### src/rtl/mac_pkg.sv
// Shared constants and FSM encoding for the MAC tap sequencer path.
// Defaults describe a 3x3 window of 8-bit unsigned pixels with 4-bit signed coefficients.
// ACC_W is the width of the downstream accumulator's input_data.
package mac_pkg;

  localparam int DEF_TAPS     = 9;
  localparam int DEF_PIX_W    = 8;
  localparam int DEF_COEF_W   = 4;
  localparam int DEF_APPROX_K = 4;
  localparam int ACC_W        = 32;

  typedef enum logic [1:0] {
    IDLE = 2'd0,
    CLR  = 2'd1,
    RUN  = 2'd2,
    DONE = 2'd3
  } state_t;

endpackage

### src/rtl/mac_tap_sequencer_if.sv
// Window-in / product-out bundle between the upstream window source, the sequencer and the accumulator.
// master = window source / observer side, slave = sequencer side.
// All sequencer-driven signals are registered inside the sequencer.
interface mac_tap_sequencer_if import mac_pkg::*; #(
  parameter int PIX_W  = DEF_PIX_W,
  parameter int COEF_W = DEF_COEF_W,
  parameter int TAPS   = DEF_TAPS
) ();

  logic                     win_valid;
  logic                     win_ready;
  logic [TAPS*PIX_W-1:0]    win_pix;
  logic [TAPS*COEF_W-1:0]   win_coef;
  logic [ACC_W-1:0]         prod_data;
  logic                     acc_clr;
  logic                     sum_valid;
  logic                     busy;

  modport master (
    output win_valid, win_pix, win_coef,
    input  win_ready, prod_data, acc_clr, sum_valid, busy
  );

  modport slave (
    input  win_valid, win_pix, win_coef,
    output win_ready, prod_data, acc_clr, sum_valid, busy
  );

endinterface

### src/rtl/approx_mul.sv
// approx_mul: combinational unsigned pixel x signed coefficient, sign-extended to ACC_W bits.
// Latency: 0 cycles (pure combinational). No handshake.
// EXACT_MUL_EN defined: exact product; otherwise the APPROX_K pixel LSBs are zeroed first.
module approx_mul import mac_pkg::*; #(
  parameter int PIX_W    = DEF_PIX_W,
  parameter int COEF_W   = DEF_COEF_W,
  parameter int APPROX_K = DEF_APPROX_K
) (
  input  logic        [PIX_W-1:0]  pix,
  input  logic signed [COEF_W-1:0] coef,
  output logic signed [ACC_W-1:0]  prod
);

`ifdef EXACT_MUL_EN
  localparam int K_EFF = 0 * APPROX_K;
`else
  localparam int K_EFF = APPROX_K;
`endif

  // Product width: unsigned pixel plus a zero sign bit, times the signed coefficient.
  localparam int PW = PIX_W + COEF_W + 1;
  localparam logic [PIX_W-1:0] KEEP_MASK = ~PIX_W'((1 << K_EFF) - 1);

  logic        [PIX_W-1:0] pix_eff;
  logic signed [PIX_W:0]   pix_s;
  logic signed [PW-1:0]    a_ext;
  logic signed [PW-1:0]    c_ext;
  logic signed [PW-1:0]    p;

  // Truncate pixel LSBs, multiply as signed, then sign-extend to accumulator width.
  always_comb begin
    pix_eff = pix & KEEP_MASK;
    pix_s   = {1'b0, pix_eff};
    a_ext   = PW'(pix_s);
    c_ext   = PW'(coef);
    p       = a_ext * c_ext;
    prod    = ACC_W'(p);
  end

endmodule

### src/rtl/mac_tap_sequencer.sv
// mac_tap_sequencer: latches one window+kernel, clears the accumulator, streams TAPS products, flags the sum.
// Latency: acc_clr 1 cycle after transfer, products on cycles 2..TAPS+1, sum_valid on cycle TAPS+2 (11/window).
// Backpressure: win_ready registered, high only in IDLE/DONE; win_valid elsewhere ignored. EXACT_MUL_EN: exact products.
module mac_tap_sequencer import mac_pkg::*; #(
  parameter int PIX_W    = DEF_PIX_W,
  parameter int COEF_W   = DEF_COEF_W,
  parameter int TAPS     = DEF_TAPS,
  parameter int APPROX_K = DEF_APPROX_K
) (
  input logic              clk,
  input logic              reset,
  mac_tap_sequencer_if.slave win
);

  localparam int TAP_W = $clog2(TAPS + 1);

  state_t                      state;
  logic [TAP_W-1:0]            tap;
  logic [TAPS*PIX_W-1:0]       pix_r;
  logic [TAPS*COEF_W-1:0]      coef_r;
  logic [TAP_W-1:0]            sel;
  logic [PIX_W-1:0]            sel_pix;
  logic signed [COEF_W-1:0]    sel_coef;
  logic signed [ACC_W-1:0]     sel_prod;
  logic                        xfer;

  // win_ready is only ever high in IDLE/DONE, so this also gates out win_valid elsewhere.
  assign xfer     = win.win_valid & win.win_ready;
  assign win.busy = (state != IDLE);

  // Tap mux: tap holds the index of the next product to issue; clamp once all taps are out.
  always_comb begin
    sel      = (tap < TAP_W'(TAPS)) ? tap : '0;
    sel_pix  = pix_r[int'(sel)*PIX_W +: PIX_W];
    sel_coef = coef_r[int'(sel)*COEF_W +: COEF_W];
  end

  approx_mul #(
    .PIX_W    (PIX_W),
    .COEF_W   (COEF_W),
    .APPROX_K (APPROX_K)
  ) u_mul (
    .pix  (sel_pix),
    .coef (sel_coef),
    .prod (sel_prod)
  );

  // Sequencer FSM with registered handshake, clear, product and sum-valid outputs.
  always_ff @(posedge clk or negedge reset) begin
    if (!reset) begin
      state         <= IDLE;
      tap           <= '0;
      pix_r         <= '0;
      coef_r        <= '0;
      win.prod_data <= '0;
      win.acc_clr   <= 1'b0;
      win.sum_valid <= 1'b0;
      win.win_ready <= 1'b0;
    end else begin
      case (state)
        IDLE: begin
          if (xfer) begin
            pix_r         <= win.win_pix;
            coef_r        <= win.win_coef;
            tap           <= '0;
            win.acc_clr   <= 1'b1;
            win.win_ready <= 1'b0;
            state         <= CLR;
          end else begin
            win.win_ready <= 1'b1;
          end
        end
        CLR: begin
          win.acc_clr   <= 1'b0;
          win.prod_data <= sel_prod;
          tap           <= tap + TAP_W'(1);
          state         <= RUN;
        end
        RUN: begin
          if (tap == TAP_W'(TAPS)) begin
            win.prod_data <= '0;
            win.sum_valid <= 1'b1;
            win.win_ready <= 1'b1;
            state         <= DONE;
          end else begin
            win.prod_data <= sel_prod;
            tap           <= tap + TAP_W'(1);
          end
        end
        DONE: begin
          win.sum_valid <= 1'b0;
          tap           <= '0;
          if (xfer) begin
            pix_r         <= win.win_pix;
            coef_r        <= win.win_coef;
            win.acc_clr   <= 1'b1;
            win.win_ready <= 1'b0;
            state         <= CLR;
          end else begin
            state         <= IDLE;
          end
        end
        default: state <= IDLE;
      endcase
    end
  end

endmodule

### src/flat_wrapper.sv
// flat-port wrapper written by rule: the top's interface ports become plain ports
module mac_tap_sequencer_flat import mac_pkg::*;
#(
  parameter int PIX_W    = DEF_PIX_W,
  parameter int COEF_W   = DEF_COEF_W,
  parameter int TAPS     = DEF_TAPS,
  parameter int APPROX_K = DEF_APPROX_K
)
  (clk, reset, win_win_valid, win_win_pix, win_win_coef, win_win_ready, win_prod_data, win_acc_clr, win_sum_valid, win_busy);
  mac_tap_sequencer_if #(.PIX_W(PIX_W), .COEF_W(COEF_W), .TAPS(TAPS)) win_i ();
  input logic clk;
  input logic reset;
  input wire logic [$bits(win_i.win_valid)-1:0] win_win_valid;
  input wire logic [$bits(win_i.win_pix)-1:0] win_win_pix;
  input wire logic [$bits(win_i.win_coef)-1:0] win_win_coef;
  output wire logic [$bits(win_i.win_ready)-1:0] win_win_ready;
  output wire logic [$bits(win_i.prod_data)-1:0] win_prod_data;
  output wire logic [$bits(win_i.acc_clr)-1:0] win_acc_clr;
  output wire logic [$bits(win_i.sum_valid)-1:0] win_sum_valid;
  output wire logic [$bits(win_i.busy)-1:0] win_busy;
  assign win_i.win_valid = win_win_valid;
  assign win_i.win_pix = win_win_pix;
  assign win_i.win_coef = win_win_coef;
  assign win_win_ready = win_i.win_ready;
  assign win_prod_data = win_i.prod_data;
  assign win_acc_clr = win_i.acc_clr;
  assign win_sum_valid = win_i.sum_valid;
  assign win_busy = win_i.busy;
  mac_tap_sequencer #(.PIX_W(PIX_W), .COEF_W(COEF_W), .TAPS(TAPS), .APPROX_K(APPROX_K)) u_core (.clk(clk), .reset(reset), .win(win_i));
endmodule
### config.mk
export PLATFORM = sky130hd
export DESIGN_NAME = mac_tap_sequencer_flat
export DESIGN_NICKNAME = d
export VERILOG_FILES = /design/src/rtl/mac_pkg.sv /design/src/rtl/mac_tap_sequencer_if.sv /design/src/rtl/approx_mul.sv /design/src/rtl/mac_tap_sequencer.sv /design/src/flat_wrapper.sv
export SDC_FILE = /design/constraint.sdc
export NUM_CORES = 1
export LEC_CHECK = 0
export ABC_CLOCK_PERIOD_IN_PS = 4530
export BUFFER_PORTS_ARGS = -buffer_cell sky130_fd_sc_hd__buf_2
export CAP_MARGIN = 20
export CELL_PAD_IN_SITES_DETAIL_PLACEMENT = 1
export CELL_PAD_IN_SITES_GLOBAL_PLACEMENT = 1
export CORE_ASPECT_RATIO = 1.5
export CORE_MARGIN = 3
export CORE_UTILIZATION = 35
export CTS_CLUSTER_SIZE = 12
export DETAILED_ROUTE_END_ITERATION = 10
export GPL_TIMING_DRIVEN = 0
export PLACE_DENSITY_LB_ADDON = 0.05
export SLEW_MARGIN = 20
export SYNTH_ARGS = -nofsm -noshare
export SYNTH_HDL_FRONTEND = slang
export SYNTH_SLANG_ARGS = --single-unit
### constraint.sdc
create_clock -name clk -period 4.53 [get_ports clk]
set_clock_uncertainty 0.1 [all_clocks]
set_input_delay 1.359 -clock clk [delete_from_list [all_inputs] [get_ports clk]]
set_output_delay 1.359 -clock clk [all_outputs]
set_load 0.01 [all_outputs]
==> results of run 1 <==
## worst max-delay path, stage by stage, from the launching register on
cell and delay (ns):
dfrtp_1 0.42, buf_12 0.15, clkinv_8 0.04, ha_4 0.15, nand2b_4 0.15, nand3_2 0.08, a21o_1 0.21, a311oi_4 0.32
buf_4 0.19, nor2_2 0.03, or3_4 0.34, fa_1 0.58, fa_1 0.42, inv_1 0.08, fa_2 0.45, ha_4 0.18
fa_2 0.37, buf_6 0.13, xnor2_2 0.14, nor2_1 0.06, a22o_1 0.21
## per-stage QoR
stage          setup TNS, ns  power, mW  area [µm²]    util  instances
6_report              -1.449      6.184        6629  0.4649        793
5_1_grt               -2.417      6.717        6629  0.4649        793
4_1_cts               -1.745      6.136        6573  0.4610        790
3_5_place_dp          -3.480      5.018        6067  0.4255        758
3_3_place_gp          -2.974      4.909        6033  0.4232        757
2_1_floorplan        -0.2362      3.945        5263       -        459
## flip-flops by register name, summed over array words and instances, names as in the netlist
name / cells
u_core.coef_r: 36
u_core.pix_r: 36
u_core.win.prod_data: 9
u_core.tap: 4
u_core.state: 2
u_core.win.acc_clr: 1
u_core.win.sum_valid: 1
u_core.win.win_ready: 1
## power groups by stage
stage / sequential (mW) / clock, mW / combinational, mW
after global placement: 1.51 / 0 / 3.40
final: 1.51 / 0.776 / 3.90
after detailed placement: 1.53 / 0 / 3.49
after global routing: 1.57 / 0.835 / 4.31
after floorplan: 1.44 / 0 / 2.51
after CTS: 1.51 / 0.800 / 3.82
## worst paths after layout
check,slack [ns],to,startpoint,cells past startpoint
min in group asynchronous,0.72,u_core.state[1],reset,1
worst max register to register,-0.38,u_core.win.prod_data[9],u_core.tap[0],20
worst max-delay path,-0.38,u_core.win.prod_data[9],u_core.tap[0],20
max in group asynchronous,2.98,u_core.coef_r[1],reset,2
worst min register to register,0.38,u_core.win.prod_data[11],u_core.win.prod_data[11],1
worst min-delay path,0.38,u_core.win.prod_data[11],u_core.win.prod_data[11],1
## routing by layer
metal,vias up,global-route usage,wire [µm]
met5,-,0,0
met4,0,0.06942,393
met3,20,0.02408,350
met2,65,0.3662,8541
met1,2016,0.2001,5589
li1,1889,-,-
## what timing repair did
action                     in CTS  in global routing
pin swaps                      14                 12
resized for setup              19                  9
setup endpoints to repair       6                  5
buffers inserted               17                  4
## placed cells by master, fill, tap and decap left out, drive strengths merged, types with 2 or more instances in the layout
master	instances
nor2	15
dfrtp	90
a21o	10
a21boi	2
mux2	76
a21oi	22
o21ai	14
clkbuf	20
a222oi	5
ha	22
o2bb2ai	7
and2b	2
a211oi	4
a221oi	3
a22oi	3
nand2b	10
and2	2
o32ai	2
o211ai	3
mux2i	14
nor2b	7
nand3	8
o221ai	3
buf	161
a32oi	3
clkinv	3
conb	4
a31oi	2
xnor2	3
nand2	25
nor3	7
o22ai	2
inv	24
fa	5
## cell type report
| class | count | share of cell area |
|---|---|---|
| Timing Repair Buffer | 128 | 0.1100 |
| Clock inverter | 6 | 0.01133 |
| Inverter | 23 | 0.01604 |
| Clock buffer | 10 | 0.03454 |
| Multi-Input combinational cell | 301 | 0.4060 |
| Sequential cell | 90 | 0.3398 |
| Tap cell | 192 | 0.03624 |
| Buffer | 43 | 0.04606 |
## cell families (layout without fill, tap and decap cells)
family                     count (synthesis)  after routing  share of synthesized area
AOI/OAI and AO/OA                         94             94                     0.1377
muxes                                     90             90                     0.1920
DFF                                       90             90                     0.4342
and+or+nand+nor                           82             82                    0.08080
buffers and inverters                     68            210                    0.07550
adders and majority gates                 27             27                    0.07236
xor gates and xnor gates                   4              4                   0.006755
other                                      1              4                  0.0007229
==> reports/summary.txt, run 1 <==
Number of diodes = 0
Final min period = 4.909 ns
Layout Nets = 734
Initial core utilization = 0.3638
Core area = 14260 µm²
Vias in the first global route = 4441
Row count = 53
Max-cap viol count = 0
CP required = 4.67 ns
Fmax = 203.7 MHz
Sw frac = 0.4147
Port Buffer Count = 106
Leak = 3.120 nW
Worst setup path category = reg -> reg
Initial DRT Pass Iterations = 5
Sequential share of power = 0.245
Logic pwr share = 0.630
Later-pin clock latency in the skew report = 0.34 ns
Count leader, synth = dfrtp_1
Crit path max fanout = 5
Synth Register Bits = 90
Leading area contributor after synthesis = dfrtp_1
Yosys top cell area share = 0.4342
Tot GR Track Use = 0.1868
Crit share post-route = 1.084
Final hold slack = 0.3804 ns
Power per cell area = 932.9 nW/µm²
First-pass GRT wire length = 23580 µm
DR vias = 3990
CTS Sinks = 90
Yosys cell types = 62
Slew Limit Fails = 0
Ratio of cells with drive above 1 in the final layout = 0.4759
Grt ovf = 0
Syn Area/Cell = 11.38 µm²
Post-synth EDFFs = 0
Peak VDD IR = 577.9 µV
CTS tree = yes
Die Y = 155.1 µm
Failing checks = setup timing
IO Count = 147
Filler cell count = 1572
Hpwl dp = 11460 µm
Die width = 105.4 µm
Number of H-tree levels = 3
Clock slew at the register clock pins of the worst setup and hold paths = 0.07 ns
Slew headroom = 0.5334
Initial antenna violation count = 0
Top FF cell, synth = dfrtp_1
PnR worst setup slack = -0.3789 ns
RSZ-0062 raised after global routing = true
Seq/Total Area, Yosys = 0.4342
Worst slack, placed = -0.7721 ns
ANT nets after route = 0
Clock Tree Buf Depth = 2
Sw Pwr = 2.565 mW
Async set or reset register ratio after synthesis = 1.000
Cells after Synth = 456
Synthesis Warnings = 0
Clk root buf = clkbuf_16
Arr. time, crit path = 5.05 ns
Worst Tran Pin Value = 0.6937 ns
DR iter-0 viols = 92
Min-delay worst type = reg -> reg
Critical Path Sink Type = flip-flop
Hold buffers post-CTS = 0
Final Hold Viols = 0
Layout area overhead = 27.79%
Post-synth top cells = dfrtp_1 (90), mux2_2 (75), buf_4 (26)
Status = finished, violations left
Residual DRC count = 0
Multi-input combinational cell area = 2691 µm²
Drt total wl = 14870 µm
Largest net degree at the start of global routing = 80
Clk network pwr share = 0.125
Synth top area cells = dfrtp_1 (43%), mux2_2 (16%), ha_1 (5.3%), buf_4 (3.8%), mux2i_1 (2.7%)
CP startpoint kind = flip-flop
Routed vias/inst = 5.032
Int Pwr = 3.619 mW
Mapped Area = 5187 µm²
Final Wtd Congestion = 0.8407
CTS Buf Count = 9
Die area = 16350 µm²
FF/Latch Area = 2252 µm²
WL per Instance = 18.76 µm
Final setup viols = 5
Power figures use the tool's default switching activity.
==> run 2: changes to the inputs <==
--- a/config.mk
+++ b/config.mk
@@ -11,12 +11,12 @@
 export CELL_PAD_IN_SITES_DETAIL_PLACEMENT = 1
 export CELL_PAD_IN_SITES_GLOBAL_PLACEMENT = 1
 export CORE_ASPECT_RATIO = 1.5
-export CORE_MARGIN = 3
+export CORE_MARGIN = 10
 export CORE_UTILIZATION = 35
 export CTS_CLUSTER_SIZE = 12
 export DETAILED_ROUTE_END_ITERATION = 10
 export GPL_TIMING_DRIVEN = 0
-export PLACE_DENSITY_LB_ADDON = 0.05
+export PLACE_DENSITY_LB_ADDON = 0.1
 export SLEW_MARGIN = 20
 export SYNTH_ARGS = -nofsm -noshare
 export SYNTH_HDL_FRONTEND = slang
==> reports/summary.txt, run 2 (synthesis gave the netlist of run 1 again) <==
Status = finished, violations left
Failing checks = setup timing
DR vias = 4006
Max-cap viol count = 0
Number of diodes = 0
Hold buffers post-CTS = 0
Core area = 14530 µm²
CTS Buf Count = 9
Initial core utilization = 0.3571
Fmax = 201.1 MHz
Most frequent cells in the layout = buf_2 (107), dfrtp_1 (90), mux2_2 (75)
DP Cell Count = 762
Sw Pwr = 2.604 mW
Layout area overhead = 28.53%
ANT nets after route = 0
Initial DRT Pass Iterations = 4
Worst stage delay on the critical path = 0.54 ns
Clock slew at the register clock pins of the worst setup and hold paths = 0.07 ns
Setup TNS = -1.723 ns
CP required = 4.65 ns
Sw frac = 0.4210
WL per Instance = 19.71 µm
Largest net degree at the start of global routing = 80
CTS tree = yes
Logic pwr share = 0.641
Die Y = 169.1 µm
Clk network pwr share = 0.116
CP startpoint kind = flip-flop
Filler cell count = 1616
Final Hold Viols = 0
Port Buffer Count = 106
Initial antenna violation count = 0
Tot GR Track Use = 0.1568
Final min period = 4.974 ns
Arr. time, crit path = 5.10 ns
Routed vias/inst = 5.020
Crit path depth = 19
RSZ-0062 raised after global routing = true
Hpwl dp = 12310 µm
Cell Chain, Critical Path = buf_12, clkinv_8, ha_4, nand2b_4, nand2_4, a222oi_1, o32a_1, nand2b_1, o221ai_4, fa_1, fa_1, inv_1, fa_2, ha_4, fa_2, a21o_1, a21oi_2, xor2_1, o2bb2ai_1
Clk root buf = clkbuf_16
Clock Tree Buf Depth = 2
Row count = 54
Min-delay worst type = reg -> reg
Final hold slack = 0.3789 ns
CTS Sinks = 90
Hold depth = 1
Ratio of cells with drive above 1 in the final layout = 0.4784
CP delay by family, top = adder cells
Drt total wl = 15730 µm
Number of H-tree levels = 3
Residual DRC count = 0
Vias in the first global route = 4533
Reg2reg path depth = 19
Die area = 20190 µm²
First-pass GRT wire length = 24920 µm
Later-pin clock latency in the skew report = 0.34 ns
Peak VDD IR = 367.7 µV
Final instance area = 6668 µm²
Grt ovf = 0
Leak = 3.129 nW
DR iter-0 viols = 213
Buffers plus inverters on the worst setup path = 3
Crit path max fanout = 5
Largest registers = u_core.coef_r x36, u_core.pix_r x36, u_core.win.prod_data x9
Placed cell area = 6072 µm²
Slew headroom = 0.5283
IO Count = 147
Worst setup path category = reg -> reg
Final Wtd Congestion = 0.8731
Die width = 119.4 µm
Power per cell area = 927.7 nW/µm²
Critical Path Sink Type = flip-flop
Final setup viols = 5
PnR worst setup slack = -0.4436 ns
Commonest non-fill, non-tap cell in the layout = buf_2
Int Pwr = 3.581 mW
Slowest CP cell = a222oi_1
Final Non-Filler Cells = 798
FF/Latch Area = 2252 µm²
Slew Limit Fails = 0
Worst Tran Pin Value = 0.7076 ns
Multi-input combinational cell area = 2730 µm²
Sequential share of power = 0.243
Layout Nets = 735
Crit share post-route = 1.098
==> run 2: final cells by class <==
cell class	instances	area share
sequential	90	0.3378
multi-input combinational	301	0.4095
clock inverter	6	0.007131
buffer	44	0.04785
timing repair buffer	128	0.1107
tap	196	0.03678
clock buffer	10	0.03434
inverter	23	0.01595
==> run 2: per-stage QoR <==
stage,util,setup WS [ns],total power [mW]
floorplan,-,-0.1351,3.945
global placement,0.4157,-0.7172,4.929
detailed placement,0.4180,-0.7638,5.048
CTS,0.4527,-0.4353,6.103
global route,0.4590,-0.6078,6.750
finish,0.4590,-0.4436,6.186
==> run 2: path summary, 6_finish.rpt <==
kind	startpoint	end	slack [ns]
worst max-delay path	u_core.tap[0]	u_core.win.prod_data[11]	-0.44
worst min-delay path	u_core.win.prod_data[11]	u_core.win.prod_data[11]	0.38
worst max register to register	u_core.tap[0]	u_core.win.prod_data[11]	-0.44
worst min register to register	u_core.win.prod_data[11]	u_core.win.prod_data[11]	0.38
max in group asynchronous	reset	u_core.coef_r[1]	2.96
min in group asynchronous	reset	u_core.win.sum_valid	0.73
==> run 2: repair_timing <==
item	CTS	global route
buffers inserted	17	5
pin swaps	8	14
endpoints found under the setup margin	6	5
gates resized for setup	20	13
==> run 2: power groups by stage <==
stage / combinational (mW) / clock, mW / sequential (mW)
final: 3.96 / 0.718 / 1.51
after global routing: 4.42 / 0.773 / 1.56
after CTS: 3.86 / 0.738 / 1.51
after detailed placement: 3.53 / 0 / 1.52
after global placement: 3.43 / 0 / 1.50
after floorplan: 2.51 / 0 / 1.44
==> run 2: per-layer routing <==
layer  track usage  vias to the layer above  routed length [µm]  part of all wire
li1              -                     1892                   -                 -
met1        0.1657                     2005                5915              0.38
met2        0.3013                       94                8845              0.56
met3       0.03197                       15                 663             0.042
met4       0.04895                        0                 301             0.019
met5             0                        -                   0                 0
==> run 2: worst reg2reg max path: cells and delay by family (launching register included) <==
kind            cells  cell delay (ns)
simple gates        3             0.39
compound gates      6             1.51
fa+ha+maj           6             2.07
buf+inv             3             0.24
xor+xnor            1             0.16
flops               1             0.42
==> run 3: changes to the inputs <==
--- a/config.mk
+++ b/config.mk
@@ -5,7 +5,7 @@
 export SDC_FILE = /design/constraint.sdc
 export NUM_CORES = 1
 export LEC_CHECK = 0
-export ABC_CLOCK_PERIOD_IN_PS = 4530
+export ABC_CLOCK_PERIOD_IN_PS = 6200
 export BUFFER_PORTS_ARGS = -buffer_cell sky130_fd_sc_hd__buf_2
 export CAP_MARGIN = 20
 export CELL_PAD_IN_SITES_DETAIL_PLACEMENT = 1
==> constraint.sdc (replaced) <==
create_clock -name clk -period 6.2 [get_ports clk]
set_clock_uncertainty 0.1 [all_clocks]
set_input_delay 1.86 -clock clk [delete_from_list [all_inputs] [get_ports clk]]
set_output_delay 1.86 -clock clk [all_outputs]
set_load 0.01 [all_outputs]
==> reports/summary.txt, run 3 (synthesis gave the netlist of run 1 again) <==
Status = finished, final reports clean
First-pass GRT wire length = 24180 µm
Final Non-Filler Cells = 778
Sequential share of power = 0.265
DP Cell Count = 762
Drt total wl = 15210 µm
Tot GR Track Use = 0.1511
Sw frac = 0.4130
Hpwl dp = 12260 µm
Most frequent cells in the layout = buf_2 (110), dfrtp_1 (90), mux2_2 (75)
Filler cell count = 1654
Initial antenna violation count = 0
Clock Tree Buf Depth = 2
Fmax = 170.2 MHz
Critical Path Sink Type = flip-flop
Slew Limit Fails = 0
Die Y = 169.1 µm
Initial DRT Pass Iterations = 4
Worst setup path category = reg -> reg
FF-to-FF setup slack = 0.32 ns
PnR worst setup slack = 0.3229 ns
Multi-input combinational cell area = 2555 µm²
Peak VDD IR = 245.6 µV
Routed vias/inst = 5.021
Reg2reg path depth = 19
Number of diodes = 0
Critical R2R Launch = u_core.tap[0]
WL per Instance = 19.55 µm
Later-pin clock latency in the skew report = 0.34 ns
Setup TNS = 0 ns
Power per cell area = 654.9 nW/µm²
Crit share post-route = 0.9479
Worst reg2reg endpoint = u_core.win.prod_data[11]
Grt ovf = 0
CP required = 6.33 ns
Int Pwr = 2.442 mW
Final setup viols = 0
Layout Nets = 715
Die area = 20190 µm²
Sw Pwr = 1.718 mW
Logic pwr share = 0.582
Final min period = 5.877 ns
CTS tree = yes
DR vias = 3906
IO Count = 147
Largest net degree at the start of global routing = 56
Vias in the first global route = 4363
Core area = 14530 µm²
Initial core utilization = 0.3571
Final Hold Viols = 0
Final hold slack = 0.3825 ns
CP endpoint = u_core.win.prod_data[11]
Number of H-tree levels = 3
Worst slack, placed = 0.3418 ns
Ratio of cells with drive above 1 in the final layout = 0.4210
Port Buffer Count = 106
Layout area overhead = 22.46%
Crit path max fanout = 10
CP startpoint kind = flip-flop
Clk network pwr share = 0.153
Worst Tran Pin Value = 0.6591 ns
Hold buffers post-CTS = 0
Die width = 119.4 µm
Min-delay worst type = reg -> reg
FF/Latch Area = 2252 µm²
CTS Buf Count = 9
Commonest non-fill, non-tap cell in the layout = buf_2
Clock slew at the register clock pins of the worst setup and hold paths = 0.07 ns
CP Launch Point = u_core.tap[0]
Final Wtd Congestion = 0.8344
Max-cap viol count = 0
Leak = 3.015 nW
Post-CTS Repair Setup Buffers = 0
Post-CTS resize count = 0
CTS Sinks = 90
DR iter-0 viols = 206
RSZ-0062 raised after global routing = false
Largest registers = u_core.coef_r x36, u_core.pix_r x36, u_core.win.prod_data x9
Clk root buf = clkbuf_16
ANT nets after route = 0
Residual DRC count = 0
Slew headroom = 0.5567
Row count = 54
Arr. time, crit path = 6.01 ns
## run 3: changes by cell type in the layout (fill, tap and decap cells not counted), sizes merged
cell	previous run	this run
buf	161	142
bufinv	0	3
clkbuf	21	20
clkinv	3	2
inv	25	23
## run 3: cell type report
| type | count | share of cell area |
|---|---|---|
| multi-input combinational | 301 | 0.4022 |
| sequential | 90 | 0.3545 |
| timing repair buffer | 107 | 0.08883 |
| buffer | 45 | 0.04767 |
| tap | 196 | 0.03861 |
| clock buffer | 10 | 0.03604 |
| clock inverter | 6 | 0.01812 |
| inverter | 23 | 0.01398 |
## run 3: routing by layer
metal  GRT usage  share of wire  up-vias
li1            -              -     1850
met1      0.1565           0.37     1961
met2      0.2907           0.57       78
met3     0.03463          0.041       17
met4     0.04895          0.020        0
met5           0              0        -
## run 3: power groups by stage
| stage | Clock (mW) | Sequential [mW] | Combinational [mW] |
|---|---|---|---|
| 2_1_floorplan | 0 | 1.05 | 1.76 |
| 3_3_place_gp | 0 | 1.10 | 2.39 |
| 3_5_place_dp | 0 | 1.12 | 2.48 |
| 4_1_cts | 0.651 | 1.11 | 2.50 |
| 5_1_grt | 0.682 | 1.14 | 2.74 |
| 6_report | 0.637 | 1.10 | 2.42 |
## run 3: critical path: stages (launching register included)
cell and delay (ns):
dfrtp_1 0.44, buf_6 0.19, inv_1 0.16, ha_1 0.29, nand2b_1 0.24, nand2_1 0.19
a222oi_1 0.62, o32ai_2 0.26, nor2b_1 0.20, o221ai_1 0.24, fa_1 0.50, fa_1 0.55
inv_1 0.06, fa_1 0.48, ha_1 0.24, fa_1 0.40, a21o_1 0.20, a21oi_1 0.17
xor2_1 0.16, o2bb2ai_1 0.07
## run 3: worst min-delay path by stage
stage	startpoint	end	slack, ns	cells after the start
detailed placement	u_core.win.prod_data[8]	u_core.win.prod_data[8]	0.37	1
finish	u_core.win.prod_data[7]	u_core.win.prod_data[7]	0.38	1
global placement	u_core.win.prod_data[8]	u_core.win.prod_data[8]	0.36	1
CTS	u_core.win.prod_data[8]	u_core.win.prod_data[8]	0.39	1
floorplan	u_core.pix_r[54]	u_core.pix_r[54]	0.37	1
global route	u_core.pix_r[62]	u_core.pix_r[62]	0.42	1
## run 3: per-stage QoR
stage | cell area (µm²) | utilization | total power [mW]
6_report | 6352 | 0.4373 | 4.160
3_5_place_dp | 6008 | 0.4136 | 3.601
3_3_place_gp | 5974 | 0.4113 | 3.495
2_1_floorplan | 5199 | - | 2.813
5_1_grt | 6352 | 0.4373 | 4.560
4_1_cts | 6352 | 0.4373 | 4.257
